--- config.mk ---
export PLATFORM = sky130hd
export DESIGN_NAME = hazard_stall_unit
export DESIGN_NICKNAME = d
export VERILOG_FILES = /design/src/rtl/hazard_stall_unit.sv
export SDC_FILE = /design/constraint.sdc
export NUM_CORES = 1
export LEC_CHECK = 0
export CAP_MARGIN = 15
export CORE_MARGIN = 3
export CORE_UTILIZATION = 35
export DETAILED_ROUTE_END_ITERATION = 8
export HOLD_SLACK_MARGIN = 0.05
export PLACE_DENSITY = 0.64
export SYNTH_ARGS = -nofsm -noshare
export SYNTH_HDL_FRONTEND = slang
export SYNTH_SLANG_ARGS = --single-unit
--- constraint.sdc ---
create_clock -name clk -period 2.54 [get_ports clk]
set_clock_uncertainty 0.1 [all_clocks]
set_input_delay 0.508 -clock clk [delete_from_list [all_inputs] [get_ports clk]]
set_output_delay 0.508 -clock clk [all_outputs]
set_load 0.05 [all_outputs]
--- src/rtl/hazard_stall_unit.sv ---
// Load-use / ID-branch hazard stall and data-memory freeze control for the uDLX pipeline.
// Optional statistics counters are built when HAZARD_STALL_STATS_EN is defined.
module hazard_stall_unit #(
    parameter int unsigned REG_ADDR_WIDTH = 5,
    parameter int unsigned MEM_TIMEOUT    = 255,
    parameter int unsigned CNT_WIDTH      = 2
) (
    input  logic                      clk,
    input  logic                      rst,
    input  logic [REG_ADDR_WIDTH-1:0] id_rs_addr,
    input  logic [REG_ADDR_WIDTH-1:0] id_rt_addr,
    input  logic                      id_rs_used,
    input  logic                      id_rt_used,
    input  logic                      id_is_branch,
    input  logic [REG_ADDR_WIDTH-1:0] ex_dst_addr,
    input  logic                      ex_wr_ena,
    input  logic                      ex_is_load,
    input  logic [REG_ADDR_WIDTH-1:0] mem_dst_addr,
    input  logic                      mem_wr_ena,
    input  logic                      mem_is_load,
    input  logic                      mem_req,
    input  logic                      mem_ack,
    output logic                      pc_wr_ena,
    output logic                      if_id_wr_ena,
    output logic                      id_ex_bubble,
    output logic                      id_ex_wr_ena,
    output logic                      ex_mem_wr_ena,
    output logic                      mem_wb_wr_ena,
    output logic                      stall_active,
    output logic                      mem_timeout_err
`ifdef HAZARD_STALL_STATS_EN
    ,
    output logic [31:0]               stall_cycles,
    output logic [31:0]               bubble_count,
    output logic [31:0]               freeze_cycles
`endif
);

    localparam int unsigned WCNT_WIDTH = 16;
    localparam logic [WCNT_WIDTH-1:0] TimeoutVal = WCNT_WIDTH'(MEM_TIMEOUT);

    typedef enum logic [1:0] {StRun, StStall, StMemWait} state_e;

    state_e                state_q, state_d;
    logic [CNT_WIDTH-1:0]  cnt_q, cnt_d;
    logic [WCNT_WIDTH-1:0] wcnt_q, wcnt_d;
    logic                  err_q, err_d;

    logic       match_ex, match_mem;
    logic       freeze;
    logic [1:0] need_n;
    logic       do_stall, do_freeze;

    // Register 0 is hardwired zero, so a write to it never creates a dependency.
    assign match_ex  = ex_wr_ena & (ex_dst_addr != '0) &
                       ((id_rs_used & (id_rs_addr == ex_dst_addr)) |
                        (id_rt_used & (id_rt_addr == ex_dst_addr)));
    assign match_mem = mem_wr_ena & (mem_dst_addr != '0) &
                       ((id_rs_used & (id_rs_addr == mem_dst_addr)) |
                        (id_rt_used & (id_rt_addr == mem_dst_addr)));

    assign freeze = mem_req & ~mem_ack;

    always_comb begin
        need_n = 2'd0;
        if (id_is_branch & ex_is_load & match_ex) begin
            need_n = 2'd2;
        end else if (ex_is_load & match_ex) begin
            need_n = 2'd1;
        end else if (id_is_branch & match_ex) begin
            need_n = 2'd1;
        end else if (id_is_branch & mem_is_load & match_mem) begin
            need_n = 2'd1;
        end
    end

    // State register
    always_ff @(posedge clk) begin
        if (rst) begin
            state_q <= StRun;
            cnt_q   <= '0;
            wcnt_q  <= '0;
            err_q   <= 1'b0;
        end else begin
            state_q <= state_d;
            cnt_q   <= cnt_d;
            wcnt_q  <= wcnt_d;
            err_q   <= err_d;
        end
    end

    // Next-state logic
    always_comb begin
        state_d = state_q;
        cnt_d   = cnt_q;
        wcnt_d  = wcnt_q;
        err_d   = err_q;
        unique case (state_q)
            StRun: begin
                if (freeze) begin
                    state_d = StMemWait;
                end else if (need_n != 2'd0) begin
                    cnt_d   = CNT_WIDTH'(need_n - 2'd1);
                    state_d = (need_n > 2'd1) ? StStall : StRun;
                end
            end
            StStall: begin
                if (freeze) begin
                    state_d = StMemWait;
                end else begin
                    cnt_d   = cnt_q - CNT_WIDTH'(1);
                    state_d = (cnt_d == '0) ? StRun : StStall;
                end
            end
            StMemWait: begin
                if (mem_ack) begin
                    wcnt_d  = '0;
                    state_d = (cnt_q != '0) ? StStall : StRun;
                end else begin
                    if (wcnt_q != '1) begin
                        wcnt_d = wcnt_q + WCNT_WIDTH'(1);
                    end
                    if (wcnt_d >= TimeoutVal) begin
                        err_d = 1'b1;
                    end
                end
            end
            default: state_d = StRun;
        endcase
    end

    // Output logic (Mealy on freeze/hazard inputs)
    always_comb begin
        do_stall  = 1'b0;
        do_freeze = 1'b0;
        unique case (state_q)
            StRun: begin
                if (freeze) begin
                    do_freeze = 1'b1;
                end else if (need_n != 2'd0) begin
                    do_stall = 1'b1;
                end
            end
            StStall: begin
                if (freeze) begin
                    do_freeze = 1'b1;
                end else begin
                    do_stall = 1'b1;
                end
            end
            StMemWait: begin
                if (!mem_ack) begin
                    do_freeze = 1'b1;
                end else if (cnt_q != '0) begin
                    do_stall = 1'b1;
                end
            end
            default: do_freeze = 1'b1;
        endcase

        if (rst) begin
            pc_wr_ena     = 1'b0;
            if_id_wr_ena  = 1'b0;
            id_ex_bubble  = 1'b1;
            id_ex_wr_ena  = 1'b0;
            ex_mem_wr_ena = 1'b0;
            mem_wb_wr_ena = 1'b0;
        end else begin
            pc_wr_ena     = ~(do_stall | do_freeze);
            if_id_wr_ena  = ~(do_stall | do_freeze);
            id_ex_bubble  = do_stall;
            id_ex_wr_ena  = ~do_freeze;
            ex_mem_wr_ena = ~do_freeze;
            mem_wb_wr_ena = ~do_freeze;
        end
        stall_active = ~pc_wr_ena;
    end

    assign mem_timeout_err = err_q;

`ifdef HAZARD_STALL_STATS_EN
    logic [31:0] stall_cycles_q, bubble_count_q, freeze_cycles_q;

    always_ff @(posedge clk) begin
        if (rst) begin
            stall_cycles_q  <= '0;
            bubble_count_q  <= '0;
            freeze_cycles_q <= '0;
        end else begin
            if (stall_active) stall_cycles_q <= stall_cycles_q + 32'd1;
            if (id_ex_bubble) bubble_count_q <= bubble_count_q + 32'd1;
            if (state_q == StMemWait) freeze_cycles_q <= freeze_cycles_q + 32'd1;
        end
    end

    assign stall_cycles  = stall_cycles_q;
    assign bubble_count  = bubble_count_q;
    assign freeze_cycles = freeze_cycles_q;
`endif

endmodule

==> results.sh <==
export IMPL_ios=39
export IMPL_synth_edff_count=0
export IMPL_syn_area_um2=1820
export IMPL_n_fill_cell=473
export IMPL_grt_max_degree=24
export IMPL_p_int_uw=563
export IMPL_placementRows=25
export IMPL_cp_start_kind="input pin"
export IMPL_final_layout_size_suffix_gt1_frac=0.270
export IMPL_period_share=1.04
export IMPL_seq_power_share=0.416
export IMPL_worst_pin_slew_ns=0.840
export IMPL_hp_class="flop to flop"
export IMPL_synth_avg_cell_area_um2=7.65
export IMPL_gp_congestion=0.874
export IMPL_dp_hpwl_um=3910
export IMPL_min_period_ns=2.65
export IMPL_antennaDiodeCount=0
export IMPL_drtIter0Drc=166
export IMPL_die_w_um=78.1
export IMPL_clock_path_buffers=2
export IMPL_synth_top_area_share=0.231
export IMPL_p_leak_uw=0.00101
export IMPL_port_buffers=38
export IMPL_synth_distinct_cells=54
export IMPL_clock_latency_ns=0.27
export IMPL_cts_root_buf="clkbuf_8"
export IMPL_dr_pass1_iters=4
export IMPL_cts_tree="done"
export IMPL_worstSetupPathType="input pin to output pin"
export IMPL_relSlewSlack=0.436
export IMPL_num_vias=1984
export IMPL_power_density_nw_per_um2=306
export IMPL_ff_latch_area_um2=420
export IMPL_switching_share=0.296
export IMPL_wirelength_um=5190
export IMPL_dieArea_um2=6110
export IMPL_power_total_uw=800
export IMPL_cp_end_kind="output pin"
export IMPL_arrival_ns=2.04
export IMPL_grt_pass1_wl_um=8730
export IMPL_clk_pin_slew_ns=0.07
export IMPL_coreArea_um2=4880
export IMPL_syn_to_final_growth_pct=43.3
export IMPL_setup_viol=4
export IMPL_nets=331
export IMPL_synth_area_leader_cell="dfxtp_1"
export IMPL_wire_per_inst_um=14.3
export IMPL_synthTopCellsByArea="dfxtp_1, xnor2_1, nor2_1, a21oi_1, xor2_1"
export IMPL_regToRegSetupSlack_ns=0.22
export IMPL_multi_input_area_um2=1380
export IMPL_crit_fanout=4
export IMPL_die_h_um=78.1
export IMPL_antenna_found_initial=0
export IMPL_fmax_mhz=378
export IMPL_ant_nets=0
export IMPL_synthArstFlopShare=0
export IMPL_cp_required_ns=1.93
export IMPL_vdd_ir_drop_max_v=0.000165
export IMPL_synthesis_nets=272
export IMPL_synth_cells=238
export IMPL_cap_viol_max_count=0
export IMPL_rsz0062_at_grt="true"
export IMPL_clkSinkCount=21
export IMPL_comb_power_share=0.301
export IMPL_grt_pass1_vias=1810
export IMPL_ys_flop_type="dfxtp_1"
export IMPL_final_util=0.535
export IMPL_status="finished, violations left"
export IMPL_finalMaxSlewViolations=0
export IMPL_fin_ws_ns=-0.108
export IMPL_yosysSeqAreaShare=0.231
export IMPL_holdWs_ns=0.413
export IMPL_synth_seq_cells=21
export IMPL_yosys_warnings=0
export IMPL_route_detailed_drc=0
export IMPL_grt_total_usage=0.173
export IMPL_final_common_cell="buf_4"
export IMPL_grt_overflow=0
export IMPL_viasPerCell=5.47
export IMPL_cts_made_buffers=3
export IMPL_mostFrequentLayoutCells="buf_4, nor2_1, dfxtp_1"
export IMPL_start_util=0.373
export IMPL_clock_power_share=0.283
export IMPL_hold_violations=0
export IMPL_violations="negative setup slack"
export IMPL_netSwitchingPower_uw=237
export IMPL_cts_max_level=1
-- per-layer routing --
| metal | GRT usage | share of wire |
|---|---|---|
| met1 | 0.261 | 0.48 |
| met2 | 0.256 | 0.45 |
| met3 | 0.0367 | 0.062 |
| met4 | 0.0227 | 0.0044 |
| met5 | 0 | 0 |
-- state kept, by name, indices dropped and copies added, names as in the netlist --
signal,cells
cnt_q,2
mem_timeout_err,1
state_q,2
wcnt_q,16
-- worst paths after layout --
check,endpoint,from,depth (start not counted)
max,pc_wr_ena,mem_ack,7
min,cnt_q[1]$_SDFFE_PP0P_,cnt_q[1]$_SDFFE_PP0P_,2
max reg2reg,wcnt_q[7]$_SDFFE_PP0P_,wcnt_q[0]$_SDFFE_PP0P_,6
min reg2reg,cnt_q[1]$_SDFFE_PP0P_,cnt_q[1]$_SDFFE_PP0P_,2
-- area by class of cell --
cell class | count | share of cell area
Multi-Input combinational cell | 193 | 0.527
Timing Repair Buffer | 73 | 0.255
Sequential cell | 21 | 0.161
Tap cell | 67 | 0.0321
Clock buffer | 3 | 0.0158
Inverter | 5 | 0.00719
Clock inverter | 1 | 0.00192
-- metrics by stage --
| stage | instances | setup TNS [ns] | setup WS (ns) | cell area, um2 |
|---|---|---|---|---|
| 2_1_floorplan | 238 | -0.0683 | -0.0683 | 1840 |
| 3_3_place_gp | 356 | -1.84 | -0.482 | 2490 |
| 3_5_place_dp | 356 | -1.99 | -0.523 | 2490 |
| 4_1_cts | 361 | -0.635 | -0.190 | 2570 |
| 5_1_grt | 363 | -0.464 | -0.144 | 2610 |
| 6_report | 363 | -0.309 | -0.108 | 2610 |
-- worst max-delay path: stages --
cell	delay (ns)
dlygate4sd2_1	0.21
and2b_1	0.21
or4_4	0.53
o2bb2ai_4	0.19
nor3_4	0.06
and2_4	0.19
buf_8	0.14
-- cell usage after synthesis (2+ instances only) --
library cell and number:
o21ai_0 11, nor3b_1 2, and4_1 2, buf_4 3, a31oi_1 7, dfxtp_1 21
clkbuf_1 7, or4_1 4, nand3_1 6, nand4_2 2, nor4_1 4, inv_1 5
a21oi_1 17, a311oi_1 4, ha_1 3, and2_1 3, mux2i_1 2, o22ai_1 2
nor2_1 27, xnor2_1 16, nand3b_1 5, buf_2 7, xor2_1 9, and3_1 6
a22oi_1 3, a32oi_1 2, nor3_1 8, nand4_1 6, nor4b_2 2, a21o_1 3
a41oi_1 2, nand2b_1 3, nand2_1 13
-- cells by family (layout without fill, tap and decap cells) --
logic type               after synthesis  after routing  synth area share
XOR/XNOR                              25             25             0.120
multiplexers                           3              3            0.0192
AO/OA/AOI/OAI                         61             61             0.225
flip-flops                            21             21             0.231
adder cells (fa/ha/maj)                3              3            0.0206
AND/OR/NAND/NOR                      101            101             0.323
buffers and inverters                 24             82            0.0611
-- repair_timing --
action | CTS | global route
resized for setup | 57 | 10
setup endpoints to repair | 7 | 7
endpoints found under the hold margin | 0 | 0
pin swaps | 16 | 9
buffers inserted | 1 | 2
hold buffers | 0 | 0
-- power groups by stage --
stage          Combinational, uW  Clock [uW]  Sequential (uW)
6_report                     241         226              333
4_1_cts                      236         235              333
3_5_place_dp                 236           0              340
2_1_floorplan                106           0              340
3_3_place_gp                 235           0              340
5_1_grt                      258         253              334
No activity file was read; power rests on OpenSTA's default activity.
